--- src/rtl/motion_detector_if.sv ---
// Video-side signal bundle for motion_detector: the pixel stream and control inputs
// from the subtraction stage, and the per-pixel mask and per-frame results going out.
interface motion_detector_if #(
    parameter int XW = 9,
    parameter int YW = 8,
    parameter int CW = 17
);
    logic          vtcvsync;
    logic          vtcvde;
    logic [4:0]    diff_in;
    logic [4:0]    threshold;
    logic [CW-1:0] min_count;

    logic          motion_pix;
    logic          mask_valid;
    logic          frame_done;
    logic          frame_err;
    logic [CW-1:0] motion_count;
    logic          motion_detected;
    logic [XW-1:0] x_min;
    logic [XW-1:0] x_max;
    logic [YW-1:0] y_min;
    logic [YW-1:0] y_max;
    logic          bbox_valid;

    modport master (
        output vtcvsync, vtcvde, diff_in, threshold, min_count,
        input  motion_pix, mask_valid, frame_done, frame_err, motion_count,
               motion_detected, x_min, x_max, y_min, y_max, bbox_valid
    );

    modport slave (
        input  vtcvsync, vtcvde, diff_in, threshold, min_count,
        output motion_pix, mask_valid, frame_done, frame_err, motion_count,
               motion_detected, x_min, x_max, y_min, y_max, bbox_valid
    );
endinterface

--- src/rtl/motion_detector.sv ---
// Thresholds the difference stream into a motion mask and accumulates per-frame
// motion count and bounding box, published once per completed frame.
module motion_detector #(
    parameter int H_PIX   = 320,
    parameter int V_LINES = 240,
    parameter int XW      = 9,
    parameter int YW      = 8,
    parameter int CW      = 17
) (
    input  logic               pclk,
    input  logic               reset,
    motion_detector_if.slave   vid
);
    typedef enum logic [1:0] {WAIT_SYNC, ACTIVE, REPORT} state_e;

    typedef struct packed {
        logic [CW-1:0] cnt;
        logic [XW-1:0] x_min;
        logic [XW-1:0] x_max;
        logic [YW-1:0] y_min;
        logic [YW-1:0] y_max;
    } stats_t;

    // x runs one bit wider than a column index so it can park at H_PIX on overlong lines
    localparam logic [XW:0]   X_SAT  = (XW+1)'(H_PIX);
    localparam logic [XW-1:0] X_LAST = XW'(H_PIX - 1);
    localparam logic [YW-1:0] Y_LAST = YW'(V_LINES - 1);
    localparam stats_t WORK_INIT = '{cnt: '0, x_min: X_LAST, x_max: '0, y_min: Y_LAST, y_max: '0};

    state_e        state_q, state_d;
    logic [XW:0]   x_q, x_d;
    logic [YW-1:0] y_q, y_d;
    stats_t        work_q, work_d;
    stats_t        pub_q, pub_d;
    logic          det_q, det_d;
    logic          bbox_q, bbox_d;
    logic          done_q, done_d;
    logic          err_q, err_d;
    logic          pend_q, pend_d;
    logic          de_q;
    logic          mpix_q;

    logic          is_motion;
    logic [XW-1:0] x_col;

    assign is_motion = vid.vtcvde && (vid.diff_in > vid.threshold);
    assign x_col     = x_q[XW-1:0];

    always_comb begin
        // NOTE: every next-state signal gets a default first so no branch infers a latch.
        state_d = state_q;
        x_d     = x_q;
        y_d     = y_q;
        work_d  = work_q;
        pub_d   = pub_q;
        det_d   = det_q;
        bbox_d  = bbox_q;
        done_d  = 1'b0;
        err_d   = 1'b0;
        pend_d  = pend_q;

        case (state_q)
            WAIT_SYNC: begin
                if (vid.vtcvsync || pend_q) begin
                    x_d     = '0;
                    y_d     = '0;
                    work_d  = WORK_INIT;
                    pend_d  = 1'b0;
                    state_d = ACTIVE;
                end
            end
            ACTIVE: begin
                if (vid.vtcvsync) begin
                    // Early sync: drop the partial frame and start a fresh one in place
                    x_d    = '0;
                    y_d    = '0;
                    work_d = WORK_INIT;
                    err_d  = 1'b1;
                end else if (vid.vtcvde) begin
                    if (is_motion && (x_q < X_SAT)) begin
                        work_d.cnt   = work_q.cnt + 1'b1;
                        work_d.x_min = (x_col < work_q.x_min) ? x_col : work_q.x_min;
                        work_d.x_max = (x_col > work_q.x_max) ? x_col : work_q.x_max;
                        work_d.y_min = (y_q < work_q.y_min) ? y_q : work_q.y_min;
                        work_d.y_max = (y_q > work_q.y_max) ? y_q : work_q.y_max;
                    end
                    if (x_q != X_SAT) x_d = x_q + 1'b1;
                end else if (de_q) begin
                    x_d = '0;
                    y_d = y_q + 1'b1;
                    if (y_q == Y_LAST) state_d = REPORT;
                end
            end
            REPORT: begin
                pub_d   = (work_q.cnt != '0) ? work_q : '0;
                det_d   = (work_q.cnt >= vid.min_count);
                bbox_d  = (work_q.cnt != '0);
                done_d  = 1'b1;
                pend_d  = vid.vtcvsync;
                state_d = WAIT_SYNC;
            end
            default: state_d = WAIT_SYNC;
        endcase
    end

    // NOTE: non-blocking assignments so every register updates from pre-edge values.
    always_ff @(posedge pclk or negedge reset) begin
        if (!reset) begin
            state_q <= WAIT_SYNC;
            x_q     <= '0;
            y_q     <= '0;
            work_q  <= '0;
            pub_q   <= '0;
            det_q   <= 1'b0;
            bbox_q  <= 1'b0;
            done_q  <= 1'b0;
            err_q   <= 1'b0;
            pend_q  <= 1'b0;
            de_q    <= 1'b0;
            mpix_q  <= 1'b0;
        end else begin
            state_q <= state_d;
            x_q     <= x_d;
            y_q     <= y_d;
            work_q  <= work_d;
            pub_q   <= pub_d;
            det_q   <= det_d;
            bbox_q  <= bbox_d;
            done_q  <= done_d;
            err_q   <= err_d;
            pend_q  <= pend_d;
            de_q    <= vid.vtcvde;
            mpix_q  <= is_motion;
        end
    end

    assign vid.motion_pix      = mpix_q;
    assign vid.mask_valid      = de_q;
    assign vid.frame_done      = done_q;
    assign vid.frame_err       = err_q;
    assign vid.motion_count    = pub_q.cnt;
    assign vid.motion_detected = det_q;
    assign vid.x_min           = pub_q.x_min;
    assign vid.x_max           = pub_q.x_max;
    assign vid.y_min           = pub_q.y_min;
    assign vid.y_max           = pub_q.y_max;
    assign vid.bbox_valid      = bbox_q;
endmodule

--- src/flat_wrapper.sv ---
// flat-port wrapper written by rule: the top's interface ports become plain ports
module motion_detector_flat 
#(
    parameter int H_PIX   = 320,
    parameter int V_LINES = 240,
    parameter int XW      = 9,
    parameter int YW      = 8,
    parameter int CW      = 17
)
  (pclk, reset, vid_vtcvsync, vid_vtcvde, vid_diff_in, vid_threshold, vid_min_count, vid_motion_pix, vid_mask_valid, vid_frame_done, vid_frame_err, vid_motion_count, vid_motion_detected, vid_x_min, vid_x_max, vid_y_min, vid_y_max, vid_bbox_valid);
  motion_detector_if #(.XW(XW), .YW(YW), .CW(CW)) vid_i ();
  input  logic pclk;
  input  logic reset;
  input wire logic [$bits(vid_i.vtcvsync)-1:0] vid_vtcvsync;
  input wire logic [$bits(vid_i.vtcvde)-1:0] vid_vtcvde;
  input wire logic [$bits(vid_i.diff_in)-1:0] vid_diff_in;
  input wire logic [$bits(vid_i.threshold)-1:0] vid_threshold;
  input wire logic [$bits(vid_i.min_count)-1:0] vid_min_count;
  output wire logic [$bits(vid_i.motion_pix)-1:0] vid_motion_pix;
  output wire logic [$bits(vid_i.mask_valid)-1:0] vid_mask_valid;
  output wire logic [$bits(vid_i.frame_done)-1:0] vid_frame_done;
  output wire logic [$bits(vid_i.frame_err)-1:0] vid_frame_err;
  output wire logic [$bits(vid_i.motion_count)-1:0] vid_motion_count;
  output wire logic [$bits(vid_i.motion_detected)-1:0] vid_motion_detected;
  output wire logic [$bits(vid_i.x_min)-1:0] vid_x_min;
  output wire logic [$bits(vid_i.x_max)-1:0] vid_x_max;
  output wire logic [$bits(vid_i.y_min)-1:0] vid_y_min;
  output wire logic [$bits(vid_i.y_max)-1:0] vid_y_max;
  output wire logic [$bits(vid_i.bbox_valid)-1:0] vid_bbox_valid;
  assign vid_i.vtcvsync = vid_vtcvsync;
  assign vid_i.vtcvde = vid_vtcvde;
  assign vid_i.diff_in = vid_diff_in;
  assign vid_i.threshold = vid_threshold;
  assign vid_i.min_count = vid_min_count;
  assign vid_motion_pix = vid_i.motion_pix;
  assign vid_mask_valid = vid_i.mask_valid;
  assign vid_frame_done = vid_i.frame_done;
  assign vid_frame_err = vid_i.frame_err;
  assign vid_motion_count = vid_i.motion_count;
  assign vid_motion_detected = vid_i.motion_detected;
  assign vid_x_min = vid_i.x_min;
  assign vid_x_max = vid_i.x_max;
  assign vid_y_min = vid_i.y_min;
  assign vid_y_max = vid_i.y_max;
  assign vid_bbox_valid = vid_i.bbox_valid;
  motion_detector #(.H_PIX(H_PIX), .V_LINES(V_LINES), .XW(XW), .YW(YW), .CW(CW)) u_core (.pclk(pclk), .reset(reset), .vid(vid_i));
endmodule
--- config.mk ---
export PLATFORM = sky130hd
export DESIGN_NAME = motion_detector_flat
export DESIGN_NICKNAME = d
export VERILOG_FILES = /design/src/rtl/motion_detector_if.sv /design/src/rtl/motion_detector.sv /design/src/flat_wrapper.sv
export SDC_FILE = /design/constraint.sdc
export NUM_CORES = 1
export LEC_CHECK = 0
export ABC_AREA = 1
export BUFFER_PORTS_ARGS = -buffer_cell sky130_fd_sc_hd__buf_2
export CAP_MARGIN = 25
export CORE_MARGIN = 4
export CORE_UTILIZATION = 25
export CTS_CLUSTER_SIZE = 30
export DETAILED_ROUTE_END_ITERATION = 7
export SYNTH_ARGS = -nofsm -noshare
export SYNTH_HDL_FRONTEND = slang
export SYNTH_SLANG_ARGS = --single-unit
--- constraint.sdc ---
create_clock -name pclk -period 2.1 [get_ports pclk]
set_clock_uncertainty 0.2 [all_clocks]
set_input_delay 0.42 -clock pclk [delete_from_list [all_inputs] [get_ports pclk]]
set_output_delay 0.42 -clock pclk [all_outputs]
set_load 0.05 [all_outputs]
# After elaboration in Yosys (flattened, before gate mapping)
# Cells that the tools add are included.
dict set report classes {
  n_addsub 3
  n_lt_le_gt_ge 7
  n_reduce_logical 16
  n_eq_ne 19
  mux 32
}
# op count
set ops {}
lappend ops {{$mux W51} 5}
lappend ops {{$pmux W51 S2} 1}
lappend ops {{$mux W10} 5}
lappend ops {{$mux W8} 6}
lappend ops {{$reduce_and A5 Y1} 5}
lappend ops {{$pmux W10 S2} 1}
lappend ops {{$mux W9} 2}
lappend ops {{$ne A3 B2 Y1 const B} 6}
lappend ops {{$add A17 B1 Y17 const B} 1}
lappend ops {{$ge A17 B17 Y1} 1}
lappend ops {{$reduce_bool A17 Y1} 1}
lappend ops {{$pmux W8 S2} 1}
lappend ops {{$reduce_and A4 Y1} 3}
lappend ops {{$add A10 B1 Y10 const B} 1}
lappend ops {{$lt A10 B9 Y1 const B} 1}
lappend ops {{$mux W2} 5}
lappend ops {{$ne A10 B9 Y1 const B} 1}
lappend ops {{$gt A9 B9 Y1} 1}
lappend ops {{$lt A9 B9 Y1} 1}
lappend ops {{$add A8 B1 Y8 const B} 1}
lappend ops {{$eq A8 B8 Y1 const B} 1}
lappend ops {{$gt A8 B8 Y1} 1}
lappend ops {{$lt A8 B8 Y1} 1}
lappend ops {{$ne A4 B3 Y1 const B} 2}
lappend ops {{other kinds (14)} 23}
dict set report word_totals {
  input_bits 31
  reg_bits 129
  wordCells 97
  output_inout_bits 57
}

# Longest topological paths before layout
# Gate-level depths: netlist of the first run.
dict set report logic_depth {
  word_depth 7
  ltp_mapped 14
  mapped_depth_nobuf 14
}

# Worst setup path before layout of the first run
# Ideal clock, no wire load.
dict set report synth_timing {
  path_type {input-to-reg}
  startpoint {input vid_threshold[4]}
  endpoint {register u_core.work_q[47] (netlist bit)}
  arrival_time_ns 1.582
  setup_ns 0.127
  stages 11
  n_path_buf 1
  slack_ns 0.191
  cell_sequence {inv_1 ha_1 nand2_1 nor2_1 a21oi_1 nand3_2 nand2_4 inv_2 buf_4 nand2_1 o21ai_1}
}
dict set report synth_via {
  elab_chain_len 5
}
# item line
set synth_lines {}
lappend synth_lines {{from (decl)} flat_wrapper.sv:17} ;# input wire logic [$bits(vid_i.threshold)-1:0] vid_threshold;
lappend synth_lines {{$gt A5 B5 Y1} motion_detector.sv:46} ;# assign is_motion = vid.vtcvde && (vid.diff_in > vid.threshold);
lappend synth_lines {{$logic_and A1 B1 Y1} motion_detector.sv:46}
lappend synth_lines {{$logic_and A1 B1 Y1} motion_detector.sv:80} ;# if (is_motion && (x_q < X_SAT)) begin
lappend synth_lines {{$ne A3 B2 Y1 (no line)} n/a}
lappend synth_lines {{$reduce_and A4 Y1 (no line)} n/a}
lappend synth_lines {{to (signal assigned)} motion_detector.sv:125} ;# work_q <= work_d;
lappend synth_lines {{to (decl)} motion_detector.sv:33} ;# stats_t work_q, work_d;
# No other way between the ends.
# A chain may end at the register's enable or synchronous reset.

# Worst setup path after layout of the first run
dict set report layout_timing {
  startpoint {register u_core.x_q[4]}
  endpoint {register u_core.work_q[24] (netlist bit)}
}
dict set report layout_via {
  elab_chain_len 4
  word_cells_on_any_way 6
  cone_classes {2 x order compare; 2 x eq/ne; 2 x reduce/logical}
}
# item line
set layout_lines {}
lappend layout_lines {{from (decl)} motion_detector.sv:31} ;# logic [XW:0] x_q, x_d;
lappend layout_lines {{from (signal assigned)} motion_detector.sv:110} ;# x_q <= '0;
lappend layout_lines {{from (signal assigned)} motion_detector.sv:123} ;# x_q <= x_d;
lappend layout_lines {{$lt A10 B9 Y1} motion_detector.sv:80}
lappend layout_lines {{$logic_and A1 B1 Y1} motion_detector.sv:80}
lappend layout_lines {{$ne A3 B2 Y1 (no line)} n/a}
lappend layout_lines {{$reduce_and A5 Y1 (no line) (*)} n/a}
# Mark *: on every way between the ends. The rest lies on a longest branch, timed or not.

==> qor.csv, run 1 <==
metric,value,unit
status,finished clean,
worstPathRequired,2.21,ns
synth_top_area_share,43.9,%
dr.max_layer_used,met4,
place_area,0.00843,sq mm
path_common_cell,nand2_1,
hold_viol_final,0,
area_growth,22.1,%
grt_pass1_vias,6434,
die_h,179,um
vias,6480,
final_area,0.00897,sq mm
fmax,0.506,GHz
ys.warnings.count,0,
clk_pin_slew,0.06,ns
clock_latency,0.42,ns
cts_buffers,17,
drive_above_1_share,16.5,%
min_path_type,input pin to flop,
end_kind,flop,
fin_cells,1452,
grt_max_degree,45,
row_count,62,
drt-initial-drc-count,461,
synth.most_common_cell,nand2_1,
layout_worst_path_cycle_share,94.1,%
fin_crit,1.98,ns
combPwrFrac,10.9,%
synth_area_leaders,"dfrtp_1, nand2_1, ha_1",
seq_power_share,44.3,%
vias_per_cell,4.46,
cp_max_fo,10,
worst_slew_pin_slew,0.453,ns
fillers,3134,
async_reset_ff_share,100,%
antenna_cells,0,
cp_slowest_stage_delay,0.48,ns
rsz0062_at_grt,no,
critPathTopFamily,simple AND/OR/NAND/NOR gates,
wl_met3,1020,um
ioPinCount,88,
dieArea,0.0322,sq mm
maxSlewViolCount,0,
place.gp.congestion,0.879,
placedCellCount,1420,
cap_viol_max_count,0,
syn_nets,1035,
p_int,4.26,mW
ys_ff_latch,129,
setup_slack,0.124,ns
wl_per_cell,14.0,um
gr-total-overflow,0,
htreeDepth,4,
nNetsFinal,1146,
vdd.ir_drop.worst,0.431,mV
grt_pass1_wl,33400,um
synth_edf_count,0,
relSlewSlack,69.8,%
pre_cts_ws,-0.172,ns
crit_path_start_kind,flop,
clockBufferDepth,2,
die_w,179,um
yosysSeqAreaShare,43.9,%
clockPowerShare,44.8,%
drt_pass1_iterations,6,
synth_area,0.00735,sq mm
power_leakage,4.68,nW
avgSynthCellArea,7.77,sq um
hold_ws,0.0461,ns
yosysTopAreaCell,dfrtp_1,
wl_met2,9660,um
synthFlopType,dfrtp_1,
drc,0,
routed_wl,20300,um
synthDistinctLibCells,32,
p_per_area,655,mW/mm^2
postRouteAntennaNets,0,
postCtsSetupBuffers,0,
cts_tree,yes,
cts-root-buf,clkbuf_16,
syn-instance-count,945,
crit_chain,ha_1 -> nand2_1 -> nor2_1 -> nand3b_1 -> nand3_1 -> nand2_1 -> nand2_4 -> nand2_4 -> nand2_1 -> nand2_1,
drt-met1-wl,9300,um
hpwl,15200,um
coreArea,0.0289,sq mm
critPathKind,flop to flop,
port_buffers,87,
ys_top_cells_by_count,"nand2_1, dfrtp_1, inv_1, nand3_1, o21ai_1",
power_switching,1.61,mW
worstPathArrival,2.09,ns
crit_buf_inv,0,
start_util,25.5,%
antenna_found_initial,0,
clock_sinks,129,
setup_viol,0,
p_sw_share,27.4,%
power,5.87,mW
worst_path_max_delay_cell,dfrtp_2,
grtUsageTotal,12.7,%
[flip-flops by register name, indices dropped and copies added (netlist names), 2 cells and up]
register                 count
u_core.y_q                   8
u_core.state_q               2
u_core.vid.y_min             8
u_core.x_q                  10
u_core.work_q               51
u_core.vid.x_min             9
u_core.vid.x_max             9
u_core.vid.motion_count     17
u_core.vid.y_max             8
[logic make-up after synthesis]
group	after synthesis	synth area share (%)
adders and majority gates	59	10.0
DFF	129	43.9
and+or+nand+nor	479	28.0
xor gates and xnor gates	15	1.79
buffers and inverters	150	8.28
AOI/OAI and AO/OA	113	7.94
[layout by cell type, fill, tap and decap left out, types with 2 or more instances in the layout]
master        n
xor2_1       13
buf_2        86
inv_2        10
o21ai_1      63
nand3b_1      2
nor2_1       55
clkbuf_16    17
nand3_2       2
o21ai_0      19
nor4_1        3
a21oi_1      24
dfrtp_2       2
buf_12        6
nand3_1      75
dfrtp_1     127
clkinv_4      3
nor3_1       25
ha_1         59
xnor2_1       2
clkinv_2      4
inv_1       112
nand2_1     284
nand2_2       5
nand2_4       5
buf_4        26
nor2_2        2
clkinvlp_4    5
a21o_1        3
nand4_1      19
[layer usage]
layer,vias to the layer above,track usage [%]
li1,3289,-
met5,-,0
met2,151,21.2
met4,0,3.44
met3,26,3.09
met1,3014,16.4
[power groups by stage]
stage          sequential, mW  combinational, mW  clock [mW]
3_5_place_dp             2.65              0.644           0
3_3_place_gp             2.65              0.628           0
2_1_floorplan            2.64              0.395           0
4_1_cts                  2.60              0.648        2.70
5_1_grt                  2.61              0.739        2.82
6_report                 2.60              0.638        2.63
[worst paths after layout]
check / slack, ns / cells after the start / startpoint / endpoint
worst min-delay path: 0.05 / 1 / vid_vtcvde / u_core.vid.mask_valid
min in group asynchronous: 0.28 / 2 / reset / u_core.vid.x_max[1]
worst max register to register: 0.12 / 10 / u_core.x_q[4] / u_core.work_q[24]
max in group asynchronous: 0.83 / 3 / reset / u_core.vid.y_max[6]
worst max-delay path: 0.12 / 10 / u_core.x_q[4] / u_core.work_q[24]
worst min register to register: 0.26 / 2 / u_core.vid.motion_count[13] / u_core.vid.motion_count[13]
[worst register-to-register path, cell delays in order, from the launching register on]
cell	delay, ns
dfrtp_2	0.48
ha_1	0.33
nand2_1	0.07
nor2_1	0.16
nand3b_1	0.09
nand3_1	0.08
nand2_1	0.10
nand2_4	0.14
nand2_4	0.10
nand2_1	0.07
nand2_1	0.05
[timing repair]
action | 4_1_cts | 5_1_grt
setup endpoints to repair | 0 | 24
resized for setup | 0 | 4
endpoints found under the hold margin | 40 | 0
hold buffers | 1 | 0
[final cells by class]
class	count	area [sq um]	area share, %
clock buffer	18	429	4.78
clock inverter	13	92.6	1.03
inverter	122	458	5.10
multi-input combinational	666	3520	39.2
sequential	129	3230	36.0
tap	384	480	5.35
timing repair buffer	120	767	8.55
[per-stage QoR]
step / util, % / setup TNS [ns]
5_1_grt: 31.1 / 0
6_report: 31.1 / 0
4_1_cts: 31.1 / 0
2_1_floorplan: - / 0
3_3_place_gp: 29.2 / -3.89
3_5_place_dp: 29.2 / -5.63
Power figures use the tool's default switching activity.
==> run 2: changes to the inputs <==
Settings changed: CELL_PAD_IN_SITES_DETAIL_PLACEMENT set to 1, CELL_PAD_IN_SITES_GLOBAL_PLACEMENT set to 2, PLACE_DENSITY_LB_ADDON set to 0.1.
==> qor.csv, run 2 (synthesized netlist as in run 1, its figures left out) <==
metric,value,unit,change
cap_viol_max_count,0,,unchanged
cts-root-buf,clkbuf_16,,
critPathLaunch,u_core.x_q[2],,
place.gp.congestion,0.773,,-12%
power_leakage,4.83,nW,+3.2%
p_per_area,652,mW/mm^2,-0.43%
largest_register_ffs,51,,unchanged
cts_buffers,17,,unchanged
wl_per_cell,16.4,um,+18%
setup_viol,0,,unchanged
grt_pass1_wl,39900,um,+20%
largest_register,u_core.work_q,,
p_int,4.31,mW,+1.2%
vias,6582,,+1.6%
antenna_cells,0,,unchanged
fillers,3510,,+12%
grt_max_degree,45,,unchanged
place_area,0.00862,sq mm,+2.2%
crit_path_start_kind,flop,,
htreeDepth,4,,unchanged
gr-total-overflow,0,,unchanged
hpwl,18600,um,+22%
r2r_setup_slack,0.16,ns,+0.04 ns
status,finished clean,,
regArea,0.00323,sq mm,+0.12%
clock_sinks,129,,unchanged
worstPathRequired,2.21,ns,about the same
antenna_found_initial,0,,unchanged
drt-initial-drc-count,290,,-37%
start_util,25.5,%,unchanged
cp_max_fo,4,,-6
row_count,62,,unchanged
ioPinCount,88,,unchanged
vdd.ir_drop.worst,0.451,mV,+4.7%
fmax,0.516,GHz,+1.9%
hold_path.startpoint,vid_vtcvde,,
min_path_type,input pin to flop,,
seq_power_share,43.5,%,-0.8 points
cts_tree,yes,,
layout_worst_path_cycle_share,92.3,%,-1.8 points
p_sw_share,28.0,%,+0.55 points
r2r_start,u_core.x_q[2],,
placedCellCount,1445,,+1.8%
pre_cts_ws,-0.168,ns,+0.00403 ns
multiInputGateArea,0.00354,sq mm,+0.64%
relSlewSlack,68.1,%,-1.7 points
clk_pin_slew,0.06,ns,about the same
critPathKind,flop to flop,,
worst_slew_pin_slew,0.478,ns,+0.0250 ns
coreArea,0.0289,sq mm,unchanged
port_buffers,87,,unchanged
clock_latency,0.42,ns,about the same
setup_slack,0.161,ns,+0.0376 ns
worstPathArrival,2.05,ns,-0.04 ns
dieArea,0.0322,sq mm,unchanged
drc,0,,unchanged
grtUsageTotal,15.5,%,+2.8 points
drive_above_1_share,18.7,%,+2.3 points
maxSlewViolCount,0,,unchanged
die_w,179,um,unchanged
regToRegEndpoint,u_core.work_q[24],,
vias_per_cell,4.45,,-0.21%
grt_pass1_vias,7024,,+9.2%
fin_cells,1478,,+1.8%
end_kind,flop,,
postRouteAntennaNets,0,,unchanged
final_util,31.8,%,+0.74 points
die_h,179,um,unchanged
hold_viol_final,0,,unchanged
final_common_cell,nand2_1,,
power_switching,1.68,mW,+4.0%
combPwrFrac,11.6,%,+0.7 points
final_cell_mix,"nand2_1, dfrtp_1, inv_1",,
fin_crit,1.94,ns,-0.0376 ns
clockPowerShare,44.9,%,about the same
area_growth,25.0,%,
nNetsFinal,1172,,+2.3%
clockBufferDepth,2,,unchanged
final_area,0.00919,sq mm,+2.4%
crit_end,u_core.work_q[24],,
power,5.99,mW,+1.9%
drt_pass1_iterations,4,,-2
reg2reg_depth,12,,+2
routed_wl,24300,um,+20%
## run 2: layout make-up
| cell class | instances | share of cell area, % |
|---|---|---|
| flip-flops and latches | 129 | 35.2 |
| clock inverters | 11 | 0.722 |
| well taps | 384 | 5.23 |
| clock buffers | 20 | 4.86 |
| repair buffers | 146 | 10.5 |
| inverters | 122 | 4.99 |
| multi-input cells | 666 | 38.5 |
## run 2: routing by layer
layer	GRT usage, %	wire length, um	up-vias
met5	0	0	-
met4	3.96	244	0
met2	24.1	10900	87
li1	-	-	3320
met1	22.4	12700	3153
met3	2.53	524	22
## run 2: worst min-delay path by stage
stage                                             to  slack, ns  cells after the start
final                          u_core.vid.mask_valid       0.14                      2
after global routing           u_core.vid.mask_valid       0.13                      2
after CTS                      u_core.vid.mask_valid       0.11                      2
after detailed placement  u_core.vid.motion_count[2]       0.12                      1
after global placement    u_core.vid.motion_count[2]       0.12                      1
after floorplan                        u_core.pend_q      -0.08                      0
## run 2: per-stage QoR
step	setup TNS (ns)	hold WS [ns]
global placement	-3.53	0.121
floorplan	0	-0.0756
detailed placement	-6.27	0.122
CTS	0	0.109
finish	0	0.135
global route	-0.00280	0.127
## run 2: power by group through the flow
stage	logic, mW	registers, mW	clock network [mW]
4_1_cts	0.706	2.61	2.80
3_3_place_gp	0.695	2.66	0
3_5_place_dp	0.699	2.65	0
6_report	0.692	2.61	2.69
5_1_grt	0.811	2.61	2.90
2_1_floorplan	0.395	2.64	0
## run 2: what timing repair did
item                       in CTS  in global routing
setup endpoints to repair       0                 37
hold endpoints to repair       42                  0
resized for setup               0                 11
hold buffers                    1                  0
buffers inserted                0                  1
## run 2: critical path, cell delays in order, from the launching register on
cell and delay [ns]:
dfrtp_1 0.48, ha_1 0.33, nand2_1 0.06, nand2_1 0.05, nand2_1 0.05, nand2_1 0.05, nand2_1 0.06, nand3_1 0.07
nand2_1 0.08, nand2_2 0.09, buf_4 0.17, nand3_1 0.07, nand2_1 0.06
